**src/rtl/dbi_pkg.sv**
```systemverilog
// -----------------------------------------------------------------------------
// dbi_pkg
// Shared definitions for the DBI link blocks (encoder and decoder):
//   - skid_state_t : occupancy states of the 2-entry output skid buffer
//   - half_of()    : WIDTH/2 threshold used by the DC-DBI rule
//   - popcount()   : number of ones in a word of up to POP_MAX_W bits
// No ports; import with `import dbi_pkg::*;`.
// -----------------------------------------------------------------------------
package dbi_pkg;

    // Widest word popcount() accepts; narrower words are zero-extended by the
    // caller, and the unused upper bits fold away in synthesis.
    localparam int POP_MAX_W = 256;
    localparam int POP_CNT_W = $clog2(POP_MAX_W) + 1;

    typedef enum logic [1:0] {
        SKID_EMPTY,
        SKID_ONE,
        SKID_FULL
    } skid_state_t;

    function automatic int half_of(input int width);
        return width / 2;
    endfunction

    function automatic logic [POP_CNT_W-1:0] popcount(input logic [POP_MAX_W-1:0] v);
        logic [POP_CNT_W-1:0] cnt;
        cnt = '0;
        for (int i = 0; i < POP_MAX_W; i++) begin
            cnt = cnt + POP_CNT_W'(v[i]);
        end
        return cnt;
    endfunction

endpackage

```
**src/rtl/dbi_decoder_skid_buffer_2.sv**
```systemverilog
// -----------------------------------------------------------------------------
// skid_buffer_2
// Two-entry strict-FIFO skid buffer with valid/ready on both sides.
// The head register drives out_data directly; the skid register catches one
// extra word while the downstream stalls. in_ready is registered so the
// upstream never sees a combinational path from out_ready.
// Ports:
//   clk, rst_n           clock, synchronous active-low reset
//   in_valid/in_ready    upstream handshake (in_ready registered)
//   in_data              word to store
//   out_valid/out_ready  downstream handshake
//   out_data             head-of-queue word
// -----------------------------------------------------------------------------
module skid_buffer_2
    import dbi_pkg::*;
#(
    parameter int WIDTH = 8
) (
    input  logic             clk,
    input  logic             rst_n,
    input  logic             in_valid,
    output logic             in_ready,
    input  logic [WIDTH-1:0] in_data,
    output logic             out_valid,
    input  logic             out_ready,
    output logic [WIDTH-1:0] out_data
);

    skid_state_t      state_q, state_d;
    logic [WIDTH-1:0] head_q;
    logic [WIDTH-1:0] skid_q;
    logic             in_ready_q;
    logic             accept;
    logic             emit;

    assign accept    = in_valid && in_ready_q;
    assign emit      = (state_q != SKID_EMPTY) && out_ready;
    assign in_ready  = in_ready_q;
    assign out_valid = (state_q != SKID_EMPTY);
    assign out_data  = head_q;

    // NOTE: next_state gets a default first so no path leaves it unassigned;
    // otherwise synthesis infers a latch.
    always_comb begin
        state_d = state_q;
        unique case (state_q)
            SKID_EMPTY: if (accept) state_d = SKID_ONE;
            SKID_ONE: begin
                if (accept && !emit)      state_d = SKID_FULL;
                else if (!accept && emit) state_d = SKID_EMPTY;
            end
            SKID_FULL:  if (emit) state_d = SKID_ONE;
            default:    state_d = SKID_EMPTY;
        endcase
    end

    // NOTE: state and data registers use non-blocking assignments so every
    // flop samples the pre-edge values, independent of statement order.
    always_ff @(posedge clk) begin
        if (!rst_n) begin
            state_q    <= SKID_EMPTY;
            in_ready_q <= 1'b0;
            // NOTE: the two storage words are reset as well; they are flops,
            // not a RAM, and out_data must read zero after reset.
            head_q     <= '0;
            skid_q     <= '0;
        end else begin
            state_q    <= state_d;
            in_ready_q <= (state_d != SKID_FULL);
            unique case (state_q)
                SKID_EMPTY: if (accept) head_q <= in_data;
                SKID_ONE: begin
                    // Accept with emit replaces the head; accept alone parks
                    // the new word behind it.
                    if (accept && emit) head_q <= in_data;
                    else if (accept)    skid_q <= in_data;
                end
                SKID_FULL:  if (emit) head_q <= skid_q;
                default: ;
            endcase
        end
    end

endmodule

```
**src/rtl/dbi_decoder.sv**
```systemverilog
// -----------------------------------------------------------------------------
// dbi_decoder
// Receive-side Data Bus Inversion decoder. Restores the original word
// (inverting when in_dbi is set), checks the DC-DBI rule on every accepted
// word, and forwards decoded words through a 2-entry skid buffer.
// Ports:
//   clk, rst_n           clock, synchronous active-low reset
//   in_valid/in_ready    upstream handshake (in_ready registered)
//   in_data, in_dbi      transmitted word and its inversion flag
//   out_valid/out_ready  downstream handshake
//   out_data             decoded word
//   err_pulse            one-cycle pulse after a rule-violating accept
//   err_count            saturating violation count
//   clear_err            synchronous clear of err_count (wins over increment)
// -----------------------------------------------------------------------------
module dbi_decoder
    import dbi_pkg::*;
#(
    parameter int WIDTH = 8,
    parameter int ERR_W = 8
) (
    input  logic             clk,
    input  logic             rst_n,
    input  logic             in_valid,
    output logic             in_ready,
    input  logic [WIDTH-1:0] in_data,
    input  logic             in_dbi,
    output logic             out_valid,
    input  logic             out_ready,
    output logic [WIDTH-1:0] out_data,
    output logic             err_pulse,
    output logic [ERR_W-1:0] err_count,
    input  logic             clear_err
);

    localparam int             PW       = $clog2(WIDTH) + 1;
    localparam int             HALF     = half_of(WIDTH);
    localparam logic [PW-1:0]  HALF_CNT = PW'(HALF);

    if ((WIDTH < 2) || ((WIDTH % 2) != 0) || (WIDTH > POP_MAX_W)) begin : g_bad_width
        $error("dbi_decoder: WIDTH must be even, >= 2 and <= POP_MAX_W");
    end

    logic             accept;
    logic [WIDTH-1:0] decoded;
    logic [PW-1:0]    pop;
    logic             violation;

    assign accept  = in_valid && in_ready;
    assign decoded = in_dbi ? ~in_data : in_data;
    assign pop     = PW'(popcount(POP_MAX_W'(in_data)));

    // The encoder inverts only when the original popcount exceeds HALF, so a
    // legal inverted word has strictly fewer than HALF ones on the wire.
    assign violation = accept && ((pop > HALF_CNT) || (in_dbi && (pop == HALF_CNT)));

    skid_buffer_2 #(
        .WIDTH (WIDTH)
    ) u_skid (
        .clk       (clk),
        .rst_n     (rst_n),
        .in_valid  (in_valid),
        .in_ready  (in_ready),
        .in_data   (decoded),
        .out_valid (out_valid),
        .out_ready (out_ready),
        .out_data  (out_data)
    );

    always_ff @(posedge clk) begin
        if (!rst_n) begin
            err_pulse <= 1'b0;
            err_count <= '0;
        end else begin
            err_pulse <= violation;
            if (clear_err) begin
                err_count <= '0;
            end else if (violation && (err_count != '1)) begin
                err_count <= err_count + 1'b1;
            end
        end
    end

endmodule

```
**config.mk**
```make
export PLATFORM = sky130hd
export DESIGN_NAME = dbi_decoder
export DESIGN_NICKNAME = d
export VERILOG_FILES = /design/src/rtl/dbi_pkg.sv /design/src/rtl/dbi_decoder_skid_buffer_2.sv /design/src/rtl/dbi_decoder.sv
export SDC_FILE = /design/constraint.sdc
export NUM_CORES = 1
export LEC_CHECK = 0
export ABC_AREA = 1
export ABC_CLOCK_PERIOD_IN_PS = 3890
export BUFFER_PORTS_ARGS = -buffer_cell sky130_fd_sc_hd__buf_2
export CORE_MARGIN = 2
export CORE_UTILIZATION = 57
export CTS_BUF_LIST = sky130_fd_sc_hd__clkbuf_2
export DETAILED_ROUTE_END_ITERATION = 6
export HOLD_SLACK_MARGIN = 0.15
export PLACE_DENSITY_LB_ADDON = 0.1
export SYNTH_ARGS = -nofsm -noshare
export SYNTH_HDL_FRONTEND = slang
export SYNTH_SLANG_ARGS = --single-unit
```
**constraint.sdc**
```tcl
create_clock -name clk -period 3.89 [get_ports clk]
set_input_delay 0.389 -clock clk [delete_from_list [all_inputs] [get_ports clk]]
set_output_delay 0.389 -clock clk [all_outputs]
set_load 0.05 [all_outputs]
```
## After elaboration in Yosys (flattened, before gate mapping)

Index checks and enable logic that the tools add are counted.

| word-level totals | value |
|---|---|
| register bits | 28 |
| input port bits | 14 |
| output and inout port bits | 19 |
| logic and storage cells | 53 |

| cells by class | value |
|---|---|
| add/sub/neg operators | 8 |
| order comparisons | 1 |
| equal/unequal tests | 8 |
| mux-type cells | 10 |
| bitwise gates (word level) | 3 |
| reduce and logical (&&, ||, !) cells | 17 |

Operators by type and width:

| kind | number |
|---|---|
| two-way mux 8 bit | 4 |
| case mux 8 bit (3 select lines) | 1 |
| adder 4 x 1 -> 4 bit | 4 |
| adder 8 x 1 -> 8 bit, second input constant | 1 |
| logical AND 1 bit | 8 |
| two-way mux 2 bit | 4 |
| inequality test 8 bit, second input constant | 1 |
| inverter 8 bit | 1 |
| case mux 2 bit (3 select lines) | 1 |
| adder 3 x 1 -> 4 bit | 1 |
| equality test 4 x 3 -> 1 bit, second input constant | 1 |
| > comparator 4 x 3 -> 1 bit, second input constant | 1 |
| inequality test 2 x 1 -> 1 bit, second input constant | 2 |
| inequality test 2 bit, second input constant | 2 |
| AND reduction 4 bit | 1 |
| adder 2 x 1 -> 3 bit | 1 |
| AND reduction 3 bit | 1 |
| nonzero test 3 bit | 1 |
| adder 1 x 1 -> 2 bit | 1 |
| equality test 2 x 1 -> 1 bit, second input constant | 1 |
| equality test 2 bit, second input constant | 1 |
| zero test 1 bit | 2 |
| zero test 2 bit | 1 |
| inverter 1 bit | 2 |
| other kinds (3) | 3 |

## Logic depth before layout (Yosys ltp)

Gate-level depths: netlist of the first run.

| logic depth | value |
|---|---|
| depth in word-level cells | 12 |
| mapped depth | 16 |
| depth with buffers taken out | 16 |

## Cells and area by module

Synthesis of the first run repeated with hierarchy kept, for this count alone.

| unflattened totals | value |
|---|---|
| cells, all modules | 248 |
| area total of the unflattened synthesis | 1702.9 sq um |

By module, submodules not included:

| module | times used | cells each | area an instance (sq um) | seq. area each (sq um) |
|---|---|---|---|---|
| skid_buffer_2 | 1 | 132 | 883.3 | 380.4 |
| dbi_decoder | 1 | 116 | 819.5 | 180.2 |

## Worst setup path before layout of the first run

OpenSTA, ideal clock, no wires.

| timing path | value |
|---|---|
| kind | in2reg |
| from | in in_data[0] |
| to | reg err_count[4] |
| arrival | 3.097 ns |
| setup slack | 0.678 ns |
| stages | 14 |
| path through | fa_1 inv_1 fa_1 fa_1 inv_1 ha_1 fa_1 nor2_1 nand2_1 nand2_2 nand2_2 nand3_4 o21bai_1 nor2_1 |

| on the way | value |
|---|---|
| longest elaborated chain between the ends | 12 |

RTL lines:

| element | RTL line | text |
|---|---|---|
| start, declared | dbi_decoder.sv:26 | `input logic [WIDTH-1:0] in_data,` |
| adder 1 x 1 -> 2 bit (*) | dbi_pkg.sv:30 | `cnt = cnt + POP_CNT_W'(v[i]);` |
| adder 2 x 1 -> 3 bit (*) | dbi_pkg.sv:30 |  |
| adder 3 x 1 -> 4 bit (*) | dbi_pkg.sv:30 |  |
| adder 4 x 1 -> 4 bit (*) (4 in a row) | dbi_pkg.sv:30 |  |
| parallel branches: the longest is 2 deep, another holds > comparator 4 x 3 -> 1 bit | - |  |
| logical OR 1 bit (*) | dbi_decoder.sv:55 | `assign violation = accept && ((pop > HALF_CNT) \|\| (in_dbi && (pop == HALF_CNT)));` |
| logical AND 1 bit (*) | dbi_decoder.sv:55 |  |
| logical AND 1 bit (*) | dbi_decoder.sv:78 | `end else if (violation && (err_count != '1)) begin` |
| end signal, assigned | dbi_decoder.sv:79 | `err_count <= err_count + 1'b1;` |
| end, declared | dbi_decoder.sv:32 | `output logic [ERR_W-1:0] err_count,` |

Every way passes the cells marked *.
A chain may end at the register's enable or synchronous reset.

## Worst setup path after layout of the first run

| timing path | value |
|---|---|
| from | in in_data[0] |
| to | reg err_count[0] |

The elaborated chain is that of the path after synthesis.

==> summary.md, run 1 <==
| Metric | Value |
|---|---|
| Status | `finished clean` |
| Clock latency on the worst-skew pair | `0.36 ns` |
| Placed insts | `281` |
| Setup bufs post-CTS | `0` |
| Crit. Startpoint | `in_data[0]` |
| Critical path data arrival time | `3.39 ns` |
| Largest net degree at the start of global routing | `17` |
| Leak Pwr | `roughly 0.89 nW` |
| DRT iter0 DRCs | `62` |
| Cts hold-fix bufs | `0` |
| Crit Path Category | `input port to register` |
| Post-synth EDFFs | `0` |
| First-pass GRT wire length | `between 5000 and 6000 um` |
| Fin. Hold Viols | `0` |
| Reg2Reg Capture Point | `err_count[3]` |
| Most frequent cells in the layout | `48 x nand2_1, 33 x inv_1, 32 x buf_2` |
| Crit path largest cell delay | `about 0.53 ns` |
| Hold Path End | `u_skid.skid_q[5]` |
| Async SR Flop Fraction | `0%` |
| Fill cells | `255` |
| Setup TNS Final | `0 ns` |
| Vias | `1,434` |
| Worst r2r src | `err_count[0]` |
| Post-Syn Area per Cell | `7.38 um2` |
| Reported max-cap violation count | `0` |
| Post-CTS sizing | `0` |
| Area Growth Syn to Fin | `12.7%` |
| Worst Hold Class | `input port to register` |
| Wire length per cell | `10.4 um` |
| Post-synthesis instance total | `223` |
| WP data required | `4.22 ns` |
| Multi-input logic area | `905 um2` |
| Worst-path clk slew | `0.25 ns` |
| Pre-antenna DRT Iters | `4` |
| CTS tree | `built` |
| Worst-margin pin slew | `roughly 0.32 ns` |
| Max Buffers Root-to-Sink | `2` |
| Core area | `0.00276 mm2` |
| PortBufs | `32` |
| Top FF cell, synth | `dfxtp_1` |
| Layout cell share with drive strength beyond 1 | `around a quarter` |
| Final HPWL DP | `2370 um` |
| Nets@finish | `277` |
| Crit Path Max Fanout | `7` |
| Initial antenna violation count | `0` |
| Finished Layout Cells | `285` |
| PD cells | `345 mW/mm2` |
| Inserted Clock Buffers | `3` |
| Congestion Overflow GR | `0` |
| Initial Util | `about three fifths` |
| Hold path depth | `3` |
| Die Y | `57.7 um` |
| Clock Skew | `0.00112 ns` |
| Critical-path top delay cell | `fa_1` |
| Synth cell types | `30` |
| Root Driver | `clkbuf_2` |
| Maximum vdd drop | `approximately 0.3 mV` |
| Period utilisation layout | `78.9%` |
| CP Launch Type | `input port` |
| Total GRT Usage | `19.9%` |
| Register Area | `561 um2` |
| Ports | `33` |
| Syn Nets | `245` |
| Min-delay src | `rst_n` |
| RePlAce Congestion | `~0.80` |
| Unrepaired setup endpoints after global routing | `no` |
| Seq/Total Area, Yosys | `34.1%` |
| CP delay by family, top | `adder cells` |
| Fmax | `between 300 and 400 MHz` |
| Synthesis warning total | `0` |
| Cell Rows | `19` |
| Synth Register Bits | `28` |
| Max-slew violation count | `0` |
| Setup violators final | `0` |
| Met3 usage | `under 10%` |
| Drt drc | `0` |
| Worst path most repeated cell | `fa_1` |
| Clock sink count | `28` |
| Post-Syn Area | `~0.0016 mm2` |
| Die X | `between 50 and 60 um` |
| Crit path cell chain | `buf_2 -> fa_1 -> inv_1 -> fa_1 -> fa_1 -> inv_1 -> ha_1 -> fa_1 -> nor2_1 -> nand2_1 -> nand2_2 -> a21oi_4 -> nand3_1 -> a21oi_1` |
| Commonest non-fill, non-tap cell in the layout | `nand2_1` |
| Worst setup EP type | `register` |
| Vias in the first global route | `1,276` |
| Minimum clock period | `3.07 ns` |
| H-Tree Depth | `1` |
| Antenna cells | `0` |
| GRT busiest layer | `met2` |
| Buf/Inv on CP | `3` |
| Normalized max-slew margin | `78.3%` |
| DR vias/cell | `5.03` |
| Antenna Nets Post-Route | `0` |
| Met1 Track Usage GR | `between 20% and 30%` |
| Met2 GRT Util | `36.7%` |
| Post-Route WL | `2980 um` |
| Depth of the worst register-to-register path | `7` |
| Die Footprint | `0.00333 mm2` |
| Register-to-register path setup slack | `2.37 ns` |
tightest hold or removal path: stages:
cell and delay, ns:
buf_2 0.17, o21ai_2 0.08, a21oi_2 0.03
cells in the mapped netlist (2+ instances only):
master / number / area [um2]
nand2_1: 48 / 180
fa_1: 4 / 80.1
buf_6: 2 / 22.5
o21ai_0: 12 / 60.1
o21ai_1: 2 / 10.0
inv_1: 33 / 124
dfxtp_1: 28 / 561
nor2_2: 2 / 12.5
clkbuf_1: 2 / 7.51
a21oi_1: 18 / 90.1
nor2_1: 17 / 63.8
nand4_1: 4 / 25.0
xor2_1: 10 / 87.6
o21ai_2: 2 / 17.5
nand3_1: 12 / 60.1
nand2_2: 6 / 37.5
a21oi_2: 2 / 17.5
ha_1: 4 / 50.1
inv_2: 4 / 15.0
worst max path at each step:
stage | cells past startpoint | end
CTS | 14 | err_count[0]
floorplan | 14 | err_count[4]
finish | 14 | err_count[0]
global route | 16 | err_count[4]
detailed placement | 15 | err_count[4]
global placement | 15 | err_count[4]
metrics by stage:
stage               setup slack [ns]  area (um2)  utilization (%)  power (mW)  hold slack (ns)
global route                   0.706        1850             67.2       0.680            0.279
finish                         0.822        1850             67.2       0.640            0.310
detailed placement             0.424        1810             65.6       0.472            0.438
CTS                            0.828        1850             67.2       0.646            0.299
global placement               0.426        1810             65.6       0.471            0.437
floorplan                      0.678        1650                -       0.437            0.425
metal layers:
layer / up-vias / share of wire [%]
met4: 0 / 1.4
met1: 641 / 45
met3: 5 / 2.7
met5: - / 0
met2: 26 / 50
li1: 762 / -
cell families after synthesis:
family,synth area share (%)
AND/OR/NAND/NOR,27.1
buffers and inverters,11.0
AO/OA/AOI/OAI,14.7
flip-flops,34.1
XOR/XNOR,5.32
adder cells (fa/ha/maj),7.91
area by class of cell:
cell class                 count  area share (%)
multi-input combinational    152            48.8
sequential                    28            30.2
timing repair buffer          32            8.64
inverter                      38            7.83
tap                           31            2.09
clock inverter                 1            1.62
clock buffer                   3           0.810
flip-flops by register name, indices dropped and copies added, names as in the netlist:
register	flops
u_skid.in_ready	1
u_skid.out_data	8
u_skid.state_q	2
err_pulse	1
err_count	8
u_skid.skid_q	8
report_power, final:
group          switching [mW]  internal [mW]  leakage, nW
logic                   0.111         0.0526        0.639
clock network          0.0861         0.0884       0.0266
registers             0.00462          0.297        0.227
(Power assumes the default switching activity.)
==> run 2: changes to the inputs <==
Settings changed: ABC_AREA 1 to 0, ABC_CLOCK_PERIOD_IN_PS 3890 to 2700, CORE_UTILIZATION 57 to 51.
Clock period 3.89 ns to 2.7 ns, I/O delays scaled along.
==> run 2 against run 1 <==
Net effect:
- the run now ends with setup timing left
- final area up 6.1%
- synthesized cell count down 22%
- wire length increased by 17%
- sequential cell count stayed put
- die area increased by 8.1%
- first-iteration DRC count rose by 8.1%
- critical path depth fell by 2
- largest power group unchanged
- highest routed layer unchanged
==> summary.md, run 2 <==
| Metric | Value |
|---|---|
| Worst setup EP type | `register` |
| Power, Total | `1.01 mW (+58%)` |
| Placed insts | `245 (-13%)` |
| Antenna cells | `0 (unchanged)` |
| Crit Path Max Fanout | `5 (-2)` |
| PortBufs | `32 (unchanged)` |
| Share of the synthesized area in the top cell type | `35.0% (+0.96 points)` |
| Synth cell types | `41 (+37%)` |
| Die X | `60.0 um (+4.0%)` |
| Wire length per cell | `13.7 um (+31%)` |
| Worst hold slack | `0.163 ns (-0.147 ns)` |
| Post-Syn Area | `0.00160 mm2 (-2.7%)` |
| Minimum clock period | `approximately 3.2 ns` |
| Period utilisation layout | `118%` |
| H-Tree Depth | `1 (unchanged)` |
| Maximum vdd drop | `0.204 mV (-34%)` |
| DR vias/cell | `5.29 (+5.2%)` |
| Vias in the first global route | `1,329 (+4.2%)` |
| Die Footprint | `0.00360 mm2 (+8.1%)` |
| Commonest non-fill, non-tap cell in the layout | `buf_2` |
| CP Launch Type | `input port` |
| Min setup slack post-route | `-0.480 ns (-1.30 ns)` |
| Most frequent cells in the layout | `31 x buf_2, 28 x dfxtp_1, 18 x nand2_1` |
| Post-synth top cells | `28 x dfxtp_1, 18 x nand2_1, 16 x inv_1` |
| Final HPWL DP | `2540 um (+7.1%)` |
| Status | `finished with violations` |
| Clock latency on the worst-skew pair | `0.38 ns (+0.02 ns)` |
| Drt drc | `0 (unchanged)` |
| PD cells | `514 mW/mm2 (+49%)` |
| Synthesis warning total | `0 (unchanged)` |
| Leak Pwr | `0.940 nW (+5.3%)` |
| Antenna Nets Post-Route | `0 (unchanged)` |
| Max Buffers Root-to-Sink | `2 (unchanged)` |
| Core Util, Final | `65.0% (-2.2 points)` |
| Met1 Track Usage GR | `24.0% (+0.44 points)` |
| Max-slew violation count | `0 (unchanged)` |
| DRT iter0 DRCs | `67 (+8.1%)` |
| Setup violators final | `9 (+9)` |
| Worst-margin pin slew | `0.658 ns (+0.333 ns)` |
| Cell Rows | `20 (+1)` |
| Cts hold-fix bufs | `0 (unchanged)` |
| Root Driver | `clkbuf_2` |
| Ports | `33 (unchanged)` |
| Core area | `0.00303 mm2 (+9.8%)` |
| Reported max-cap violation count | `0 (unchanged)` |
| Top cell type by total area after synthesis | `dfxtp_1` |
| Post-Syn Area per Cell | `9.25 um2 (+25%)` |
| Pre-antenna DRT Iters | `4 (unchanged)` |
| Clock sink count | `28 (unchanged)` |
| Largest net degree at the start of global routing | `23 (+6)` |
| Die Y | `60.0 um (+4.0%)` |
| Area Growth Syn to Fin | `23.0%` |
| Met2 GRT Util | `41.3% (+4.6 points)` |
| CTS tree | `built` |
| Finished Layout Cells | `256 (-10%)` |
| Unrepaired setup endpoints after global routing | `yes` |
| Crit Path Category | `input port to register` |
| Post-Route WL | `3500 um (+17%)` |
| Critical path data arrival time | `3.53 ns (+0.14 ns)` |
| Synth Register Bits | `28 (unchanged)` |
| Vias | `1,355 (-5.5%)` |
| Nets@finish | `235 (-15%)` |
| Failing checks | `setup timing` |
| Syn Nets | `195 (-20%)` |
| First-pass GRT wire length | `5890 um (+13%)` |
| Total GRT Usage | `22.0% (+2.0 points)` |
| Post-synth EDFFs | `0 (unchanged)` |
| Normalized max-slew margin | `56.1% (-22 points)` |
| Post-synthesis instance total | `173 (-22%)` |
| Worst Hold Class | `input port to register` |
| Final instance area | `0.00197 mm2 (+6.1%)` |
| Layout cell share with drive strength beyond 1 | `30.2% (+6.6 points)` |
| Fmax | `314 MHz` |
| Fin. Hold Viols | `0 (unchanged)` |
| Initial Util | `52.9% (-6.8 points)` |
| Inserted Clock Buffers | `3 (unchanged)` |
| Initial antenna violation count | `0 (unchanged)` |
| DP Area | `0.00181 mm2 (about the same)` |
| Top cells by area, synth | `dfxtp_1 35%, o211a_1 7.5%, fa_1 5.0%, mux2i_1 4.4%, nand2_1 4.2%` |
| Async SR Flop Fraction | `0% (unchanged)` |
| Top FF cell, synth | `dfxtp_1` |
| Congestion Overflow GR | `0 (unchanged)` |
| WP data required | `3.04 ns (-1.18 ns)` |
| Clock Skew | `0.0268 ns (+0.0257 ns)` |
| Worst-path clk slew | `0.27 ns (+0.02 ns)` |
| Count leader, synth | `dfxtp_1` |
| GRT busiest layer | `met2` |
| RePlAce Congestion | `0.804 (+0.55%)` |
| Met3 usage | `3.90% (+1.2 points)` |
| Seq/Total Area, Yosys | `35.0% (+0.96 points)` |
-- run 2: cell types whose count changed in the layout (fill, tap and decap cells not counted), moves of 7 or more --
cell | previous run | this run
mux2i_1 | 0 | 7
a21oi_1 | 18 | 6
nor2b_1 | 0 | 7
buf_4 | 0 | 9
xor2_1 | 10 | 2
o211a_1 | 0 | 12
nor2_1 | 17 | 6
nand2_1 | 48 | 18
nand3_1 | 12 | 3
o21ai_0 | 12 | 3
inv_1 | 33 | 15
-- run 2: logic make-up after synthesis --
group / after synthesis / synth area share (%)
flip-flops: 28 / 35.0
XOR/XNOR: 9 / 4.93
multiplexers: 9 / 5.79
AND/OR/NAND/NOR: 55 / 18.8
buffers and inverters: 25 / 7.27
AO/OA/AOI/OAI: 39 / 20.1
adder cells (fa/ha/maj): 8 / 8.13
-- run 2: repair_timing --
action	4_1_cts	5_1_grt
endpoints found under the hold margin	0	0
cloned	1	0
buffers inserted	6	0
resized for setup	9	4
setup endpoints to repair	9	9
pin swaps	9	1
-- run 2: metal layers --
layer	up-vias	wire, um
li1	673	-
met5	-	0
met2	41	1860
met4	0	53
met1	634	1380
met3	7	200
-- run 2: worst paths after layout --
kind / cells past startpoint / startpoint / slack (ns) / endpoint
worst max-delay path: 12 / in_data[0] / -0.48 / err_count[5]
worst min-delay path: 3 / out_ready / 0.16 / u_skid.in_ready
worst max register to register: 4 / u_skid.state_q[0] / 1.06 / u_skid.skid_q[0]
worst min register to register: 2 / err_count[6] / 0.53 / err_count[6]
-- run 2: worst max-delay path, stage by stage --
cell	delay [ns]
buf_8	0.10
fa_1	0.53
inv_1	0.05
fa_1	0.45
fa_1	0.51
inv_2	0.05
ha_4	0.15
fa_2	0.54
nor3_4	0.06
a2bb2oi_4	0.18
or4_4	0.50
a21oi_2	0.14
-- run 2: area by class of cell --
cell class                 count  area [um2]
fill                         257        1060
sequential                    28         561
tap                           44        55.1
timing repair buffer          43         269
multi-input combinational    121        1000
clock inverter                 1        3.75
inverter                      16        60.1
clock buffer                   3        15.0
-- run 2: power breakdown --
group          leakage, nW  total [mW]  switching [mW]  internal, mW
logic                0.699       0.418           0.217         0.202
clock network       0.0140       0.156           0.124        0.0322
registers            0.227       0.437         0.00859         0.429
total                0.940        1.01           0.349         0.663
-- run 2: per-stage QoR --
| stage | worst slack (ns) | TNS [ns] |
|---|---|---|
| 6_report | -0.480 | -3.61 |
| 5_1_grt | -0.565 | -4.43 |
| 4_1_cts | -0.482 | -3.60 |
| 3_5_place_dp | -1.04 | -8.81 |
| 3_3_place_gp | -0.937 | -8.04 |
| 2_1_floorplan | -0.661 | -5.44 |
